===== src/rtl/karat_pkg.sv =====
// Shared definitions for the karat multiplier/divider pair.
// Holds the common handshake state encoding and the default operand width.
package karat_pkg;

    localparam int KARAT_WI = 64;

    typedef enum logic [1:0] {
        IDLE = 2'd0,
        CALC = 2'd1,
        DONE = 2'd2
    } karat_state_e;

endpackage


===== src/rtl/karat_div_step.sv =====
// One combinational restoring-division iteration: shift in a dividend bit,
// then subtract the divisor when it fits.
module karat_div_step #(
    parameter int wI = 64
) (
    input  logic [wI-1:0] rem,
    input  logic          msb,
    input  logic [wI-1:0] y,
    output logic [wI-1:0] rem_next,
    output logic          qbit
);

    logic [wI:0] t;

    // When t >= y the difference is below 2^wI, so the low wI bits of the
    // wrap-around subtraction are exact.
    always_comb begin
        t        = {rem, msb};
        qbit     = (t >= {1'b0, y});
        rem_next = qbit ? (t[wI-1:0] - y) : t[wI-1:0];
    end

endmodule


===== src/rtl/karat_div.sv =====
// Iterative radix-2 restoring divider, one quotient bit per clock, with
// valid/ready handshakes on both sides and one division in flight.
module karat_div
    import karat_pkg::*;
#(
    parameter int wI = KARAT_WI,
    parameter int wO = 2 * wI
) (
    input  logic          iClk,
    input  logic          iRst_n,
    input  logic          iValid,
    output logic          oReady,
    input  logic [wO-1:0] iO,
    input  logic [wI-1:0] iY,
    output logic          oValid,
    input  logic          iReady,
    output logic [wO-1:0] oQ,
    output logic [wI-1:0] oR,
    output logic          oDivZero
);

    localparam int CW = $clog2(wO);

    karat_state_e  state_q, state_d;
    logic [wO-1:0] dvd_q, dvd_d;
    logic [wI-1:0] rem_q, rem_d;
    logic [wI-1:0] y_q, y_d;
    logic [CW-1:0] cnt_q, cnt_d;
    logic          dz_q, dz_d;
    logic [wI-1:0] step_rem;
    logic          step_qbit;
    logic          accept;

    assign accept = iValid && (state_q == IDLE);

    karat_div_step #(.wI(wI)) u_step (
        .rem      (rem_q),
        .msb      (dvd_q[wO-1]),
        .y        (y_q),
        .rem_next (step_rem),
        .qbit     (step_qbit)
    );

    always_ff @(posedge iClk or negedge iRst_n) begin
        if (!iRst_n) begin
            state_q <= IDLE;
            dvd_q   <= '0;
            rem_q   <= '0;
            y_q     <= '0;
            cnt_q   <= '0;
            dz_q    <= 1'b0;
        end else begin
            state_q <= state_d;
            dvd_q   <= dvd_d;
            rem_q   <= rem_d;
            y_q     <= y_d;
            cnt_q   <= cnt_d;
            dz_q    <= dz_d;
        end
    end

    always_comb begin
        state_d = state_q;
        case (state_q)
            IDLE:    if (accept) state_d = (iY == '0) ? DONE : CALC;
            CALC:    if (cnt_q == '0) state_d = DONE;
            DONE:    if (iReady) state_d = IDLE;
            default: state_d = IDLE;
        endcase
    end

    // The dividend register shifts quotient bits in from the bottom, so it
    // holds the full quotient once the last iteration has run.
    always_comb begin
        dvd_d = dvd_q;
        rem_d = rem_q;
        y_d   = y_q;
        cnt_d = cnt_q;
        dz_d  = dz_q;
        case (state_q)
            IDLE: begin
                if (accept) begin
                    y_d   = iY;
                    cnt_d = CW'(wO - 1);
                    if (iY == '0) begin
                        dvd_d = '1;
                        rem_d = iO[wI-1:0];
                        dz_d  = 1'b1;
                    end else begin
                        dvd_d = iO;
                        rem_d = '0;
                        dz_d  = 1'b0;
                    end
                end
            end
            CALC: begin
                dvd_d = {dvd_q[wO-2:0], step_qbit};
                rem_d = step_rem;
                cnt_d = cnt_q - CW'(1);
            end
            default: ;
        endcase
    end

    always_comb begin
        oReady   = (state_q == IDLE);
        oValid   = (state_q == DONE);
        oQ       = dvd_q;
        oR       = rem_q;
        oDivZero = dz_q;
    end

endmodule


===== config.mk =====
export PLATFORM = sky130hd
export DESIGN_NAME = karat_div
export DESIGN_NICKNAME = d
export VERILOG_FILES = /design/src/rtl/karat_pkg.sv /design/src/rtl/karat_div_step.sv /design/src/rtl/karat_div.sv
export SDC_FILE = /design/constraint.sdc
export NUM_CORES = 1
export LEC_CHECK = 0
export ABC_AREA = 1
export CELL_PAD_IN_SITES_DETAIL_PLACEMENT = 0
export CELL_PAD_IN_SITES_GLOBAL_PLACEMENT = 2
export CORE_MARGIN = 2
export CORE_UTILIZATION = 25
export DETAILED_ROUTE_END_ITERATION = 12
export PLACE_DENSITY = 0.77
export RECOVER_POWER = 25
export SLEW_MARGIN = 20
export SYNTH_ARGS = -nofsm -noshare
export SYNTH_HDL_FRONTEND = slang
export SYNTH_SLANG_ARGS = --single-unit

===== constraint.sdc =====
create_clock -name iClk -period 2.2 [get_ports iClk]
set_input_delay 0.44 -clock iClk [delete_from_list [all_inputs] [get_ports iClk]]
set_output_delay 0.44 -clock iClk [all_outputs]
set_load 0.02 [all_outputs]

=== Word-level counts from Yosys, hierarchy flattened ===
Index checks and enable logic that the tools add are counted.

* Register bits: 266
* Bits in latches: 0
* Bits in writable memories: 0
* Memory bits (read-only): 0
* Input port bits: 196
* Output and inout port bits: 195
* Word-level logic and storage cells: 37
* Memories kept: 0

* Add/sub/neg operators: 2
* Multipliers: 0
* Div/mod/pow operators: 0
* $lt $le $gt $ge: 1
* Equality and inequality tests: 5
* Shift operators: 0
* Multiplexer cells: 15
* Bitwise operators: 0
* Reductions and logical operators: 8

{| class="wikitable"
|+ Operator list
! operator !! number
|-
| 2-to-1 mux 128 bit || 2
|-
| case mux 128 bit (2 select lines) || 1
|-
| 2-to-1 mux 64 bit || 3
|-
| case mux 64 bit (2 select lines) || 1
|-
| greater-or-equal comparator 65 x 64 -> 1 bit || 1
|-
| logical NOT 64 bit || 1
|-
| subtractor 64 bit || 1
|-
| case mux 7 bit (2 select lines) || 1
|-
| 2-to-1 mux 2 bit || 4
|-
| logical NOT 7 bit || 1
|-
| 2-to-1 mux 7 bit || 1
|-
| subtractor 7 x 1 -> 7 bit, second input constant || 1
|-
| case mux 2 bit (3 select lines) || 1
|-
| != test 2 x 1 -> 1 bit, second input constant || 2
|-
| AND reduction 2 bit || 2
|-
| AND reduction 3 bit || 1
|-
| == test 2 x 1 -> 1 bit, second input constant || 1
|-
| == test 2 bit, second input constant || 1
|-
| logical NOT 2 bit || 1
|-
| != test 2 bit, second input constant || 1
|-
| nonzero test 2 bit || 1
|-
| logical AND 1 bit || 1
|-
| 2-to-1 mux 1 bit || 1
|}

=== Logic depth before layout (Yosys ltp) ===
* Depth in word-level cells: 4
* Depth in mapped cells: 20
* Depth with buffers taken out: 20

=== Modules after synthesis ===
A second synthesis with hierarchy kept.

* Cell total of the unflattened synthesis: 3486
* Area total of the unflattened synthesis: 20845.0 µm²

{| class="wikitable"
|+ By module, submodules not included
! module !! instances !! cells each !! area each (µm²) !! sequential area each (µm²)
|-
| karat_div || 1 || 1910 || 13609.3 || 6656.4
|-
| karat_div_step || 1 || 1576 || 7235.7 || 0.0
|}

=== Least setup slack after synthesis ===
No wires, ideal clock.

* Path kind: register to register
* Start point: reg rem_q[38] (netlist: oR[38])
* End point: reg rem_q[10] (netlist: oR[10])
* Library setup time: 0.063 ns
* Data arrival time: 2.249 ns
* Data required time: 2.137 ns
* Setup slack: -0.111 ns
* Stages on the path, launching flop included: 17
* Buffers on the path: 2
* Clock period less this slack: 2.311 ns
* Cell sequence: dfrtp_1 > ha_1 > nand2_1 > nor2_2 > nand2_1 > inv_2 > nand2_1 > nor2_2 > nand2_1 > nand3_2 > nor2_2 > buf_2 > buf_2 > nand4_1 > nand3_1 > nand2_1 > inv_1

* Longest elaborated chain between the ends: 3

{| class="wikitable"
|+ RTL lines
! element !! RTL line !! source
|-
| start: declaration || karat_div.sv:26 || <nowiki>logic [wI-1:0] rem_q, rem_d;</nowiki>
|-
| start signal: assignment || karat_div.sv:55 || <nowiki>rem_q <= rem_d;</nowiki>
|-
| greater-or-equal comparator 65 x 64 -> 1 bit || karat_div_step.sv:19 || <nowiki>qbit = (t >= {1'b0, y});</nowiki>
|-
| 2-to-1 mux 64 bit || karat_div_step.sv:20 || <nowiki>rem_next = qbit ? (t[wI-1:0] - y) : t[wI-1:0];</nowiki>
|-
| case mux 64 bit (2 select lines) || karat_div.sv:80 || <nowiki>case (state_q)</nowiki>
|}

No other way between the ends.
A chain may end at the register's enable or synchronous reset.

=== Final worst setup path ===
* Start point: reg rem_q[30] (netlist: oR[30])
* End point: reg rem_q[59] (netlist: oR[59])

* Longest elaborated chain between the ends: 3
* Elaborated cells between the ends (all ways): 4
* Those cells by class: 1 x add/sub; 1 x order compare; 2 x mux

{| class="wikitable"
|+ RTL lines
! element !! RTL line
|-
| subtractor 64 bit or greater-or-equal comparator 65 x 64 -> 1 bit (tied branches) || karat_div_step.sv:20, karat_div_step.sv:19
|-
| 2-to-1 mux 64 bit * || karat_div_step.sv:20
|-
| case mux 64 bit (2 select lines) * || karat_div.sv:80
|}

Every way passes the cells marked *; elsewhere a longest branch is shown, timed or not.

==> impl_metrics.yaml <==
setup_path:
  crit_path_end_kind: "flop"
  cpMaxStageDelayCell: "dfrtp_2"
  worstPathMaxFanout: 6
  path_common_cell: "nor2_4"
  worstPathArrival_ps: 3060
  worstPathRequired_ps: 2720
  cp-start-kind: "flop"
  cp_cell_sequence: "ha_4 -> nand2_4 -> nor2_4 -> inv_2 -> nor2_4 -> nand2_2 -> nor2_4 -> nand2_2 -> nand3_2 -> nor2_4 -> buf_6 -> a21oi_4 -> buf_12 -> buf_12 -> buf_12 -> nand2_8 -> nand3_2 -> nand2_1 -> inv_1"
  critPathMaxStageDelay_ps: 420
  worstSetupPathType: "reg2reg"
detailed_routing:
  drtAntennaViolNets: 0
  drt_wl_total_um: 87100
  first_pass_iters: 5
  via_per_inst: 4.48
  avgRoutedWirePerCell_um: 18.1
  drt_first_iter_violations: 1078
  drc_errors: 0
  route.vias.total: 21600
synth:
  postSynthAreaPerCell_um2: 6.50
  synth_compound_area_share_pct: 10.9
  synth_top_family_by_area: "simple AND/OR/NAND/NOR gates"
  synth-simple-area-share_pct: 35.2
  syn_area_um2: 19000
  yosys_warnings: 0
  synth_top_area_share_pct: 35.0
  synth_most_common_cell: "nand2_1"
  synth_seq_cells: 266
  synth_edf_count: 0
  synth_nets: 3191
  synth_top_cells_by_count: "988 x nand2_1, 510 x inv_1, 266 x dfrtp_1"
  synth_area_leaders: "dfrtp_1 35%, nand2_1 19%, inv_1 10%, nand4_1 4.4%, ha_1 4.3%"
  async_reset_ff_share_pct: 100
  synth.area.mux_share_pct: 0
  synth-seq-area-share_pct: 35.0
  ys.flop_type: "dfrtp_1"
  yosysTopAreaCell: "dfrtp_1"
  synth-xor-area-share_pct: 1.66
  ys_types: 42
  synthCells: 2928
  synthAdderAreaFrac_pct: 4.45
power_and_ir_drop:
  internal_power_mw: 33.6
  ir_drop_mv: 0.724
  swShare_pct: 48.6
  p_leak_nw: 16.1
  pwr-share-comb_pct: 76.6
  pwr-share-seq_pct: 14.3
  powerDensity_nw_per_um2: 2050
  p_sw_mw: 31.8
  pwr-share-clk_pct: 9.0
floorplanning:
  ios: 391
  coreArea_um2: 75700
  die_height_um: 280
  die_area_um2: 78300
  die_w_um: 280
  initial_core_util_pct: 25.1
  num_rows: 101
clocking:
  numCtsBuffers: 37
  cts_tree: "yes"
  cts.reportedPaths.clkPinSlew_ps: 60
  clock_sinks: 266
  htree_num_levels: 2
  root_buffer: "clkbuf_16"
  clockBufferDepth: 3
  insertion_delay_ps: 580
run_status:
  status: "complete, but fails checks"
  violations: "setup timing"
global_route:
  grt_use_total_pct: 21.8
  grt_start_max_net_pins: 62
  grt_overflow: 0
  grt_pass1_vias: 21700
  grt_pass1_wl_um: 131000
  antenna_found_initial: 3
cells_and_area:
  fill_cells: 7899
  num_antenna_cells: 0
  layout-drive-gt1-share_pct: 28.2
  syn2layout_area_growth_pct: 67.7
  post-route-util_pct: 42.1
  nets: 4068
sta:
  clock_skew_ps: 33.7
  timing.final.max_slew_violations: 0
  fmax_mhz: 394
  max_slew_margin_pct: 3.37
  hold_viol: 0
  fin_crit_ps: 2540
  rsz0062_at_grt: "true"
  finalSetupViolations: 65
  finalCritPeriodShare_pct: 115
  tightest_slew_ps: 1450
  setup_slack_ps: -338
  worst_hold_slack_ps: 251
hold_path:
  hold_path.class: "in2reg"
placement:
  gp_congestion: 0.895
  place_worst_setup_slack_ps: -908
  io_buffer_count: 390
  dp_hpwl_um: 68000
flow_run:
  drv_cap: 0
## worst paths after layout
| check | startpoint | endpoint | slack, ps | cells after the start |
|---|---|---|---|---|
| max | oR[30]$_DFFE_PN0P_ | oR[59]$_DFFE_PN0P_ | -340 | 19 |
| max in group asynchronous | iRst_n | oQ[7]$_DFFE_PN0P_ | 240 | 3 |
| min in group asynchronous | iRst_n | oQ[96]$_DFFE_PN0P_ | 740 | 2 |
| min | iY[34] | y_q[34]$_DFFE_PN0P_ | 250 | 4 |
| max reg2reg | oR[30]$_DFFE_PN0P_ | oR[59]$_DFFE_PN0P_ | -340 | 19 |
| min reg2reg | y_q[14]$_DFFE_PN0P_ | y_q[14]$_DFFE_PN0P_ | 480 | 2 |
## cell usage in the layout (no fill, tap or decap), types with 34 or more instances in the layout
master	instances
a211oi_1	47
a21oi_1	117
buf_4	504
clkbuf_16	40
clkdlybuf4s50_1	339
dfrtp_1	242
ha_4	62
inv_1	473
inv_2	39
nand2_1	894
nand2_2	71
nand3_1	92
nand4_1	133
nor2_1	156
nor2_2	34
o21ai_0	86
or2_2	56
## registers in the layout (all words and copies together) (netlist names)
| name | cells |
|---|---|
| cnt_q | 7 |
| oDivZero | 1 |
| oQ | 128 |
| oR | 64 |
| state_q | 2 |
| y_q | 64 |
## cell type report
type	count	area (µm²)	area share, %
clock buffers	58	1080	3.40
clock inverters	9	96.3	0.302
inverters	516	1950	6.12
multi-input cells	2025	12000	37.7
flip-flops and latches	266	6690	21.0
well taps	978	1220	3.84
repair buffers	959	8820	27.6
## routing by layer
layer  share of wire (%)  global-route usage [%]  wire, µm  vias up
li1                    -                       -         -    11000
met1                  44                    27.8     38300    10000
met2                  48                    37.5     41900      439
met3                 5.3                    4.38      4600      111
met4                 2.6                    5.84      2260        6
met5               0.045                       0        39        -
## critical path, delay by kind of cell, from the launching register on
| kind | cells | cell delay (ps) |
|---|---|---|
| and+or+nand+nor | 11 | 930 |
| buffers and inverters | 6 | 650 |
| DFF | 1 | 420 |
| adders and majority gates | 1 | 310 |
| AOI/OAI and AO/OA | 1 | 170 |
## stage by stage
step	cell area, µm²	instances	TNS, ps	total power [mW]
finish	31900	4811	-16640	65.3
global route	31900	4811	-25090	70.8
CTS	31100	4787	-18830	64.1
detailed placement	28500	4673	-142260	54.1
global placement	28500	4673	-150310	54.0
floorplan	19800	2928	0	32.6
## power by group through the flow
stage / logic [mW] / clock network (mW) / registers (mW)
after floorplan: 21.2 / 0 / 11.3
after global placement: 44.6 / 0 / 9.36
final: 50.1 / 5.89 / 9.36
after CTS: 48.7 / 6.07 / 9.40
after global routing: 54.8 / 6.28 / 9.70
after detailed placement: 44.7 / 0 / 9.39
## timing repair
item | CTS | global route
endpoints found under the hold margin | 38 | 0
setup endpoints to repair | 163 | 119
cloned | 7 | 5
gates resized for setup | 261 | 194
buffers inserted | 40 | 22
hold buffers | 1 | 0
pin swaps | 69 | 88
## cells by family after synthesis
| family | count (synthesis) |
|---|---|
| AOI/OAI and AO/OA | 351 |
| xor gates and xnor gates | 36 |
| adders and majority gates | 67 |
| buffers and inverters | 637 |
| DFF | 266 |
| and+or+nand+nor | 1571 |
(Power assumes the default switching activity.)
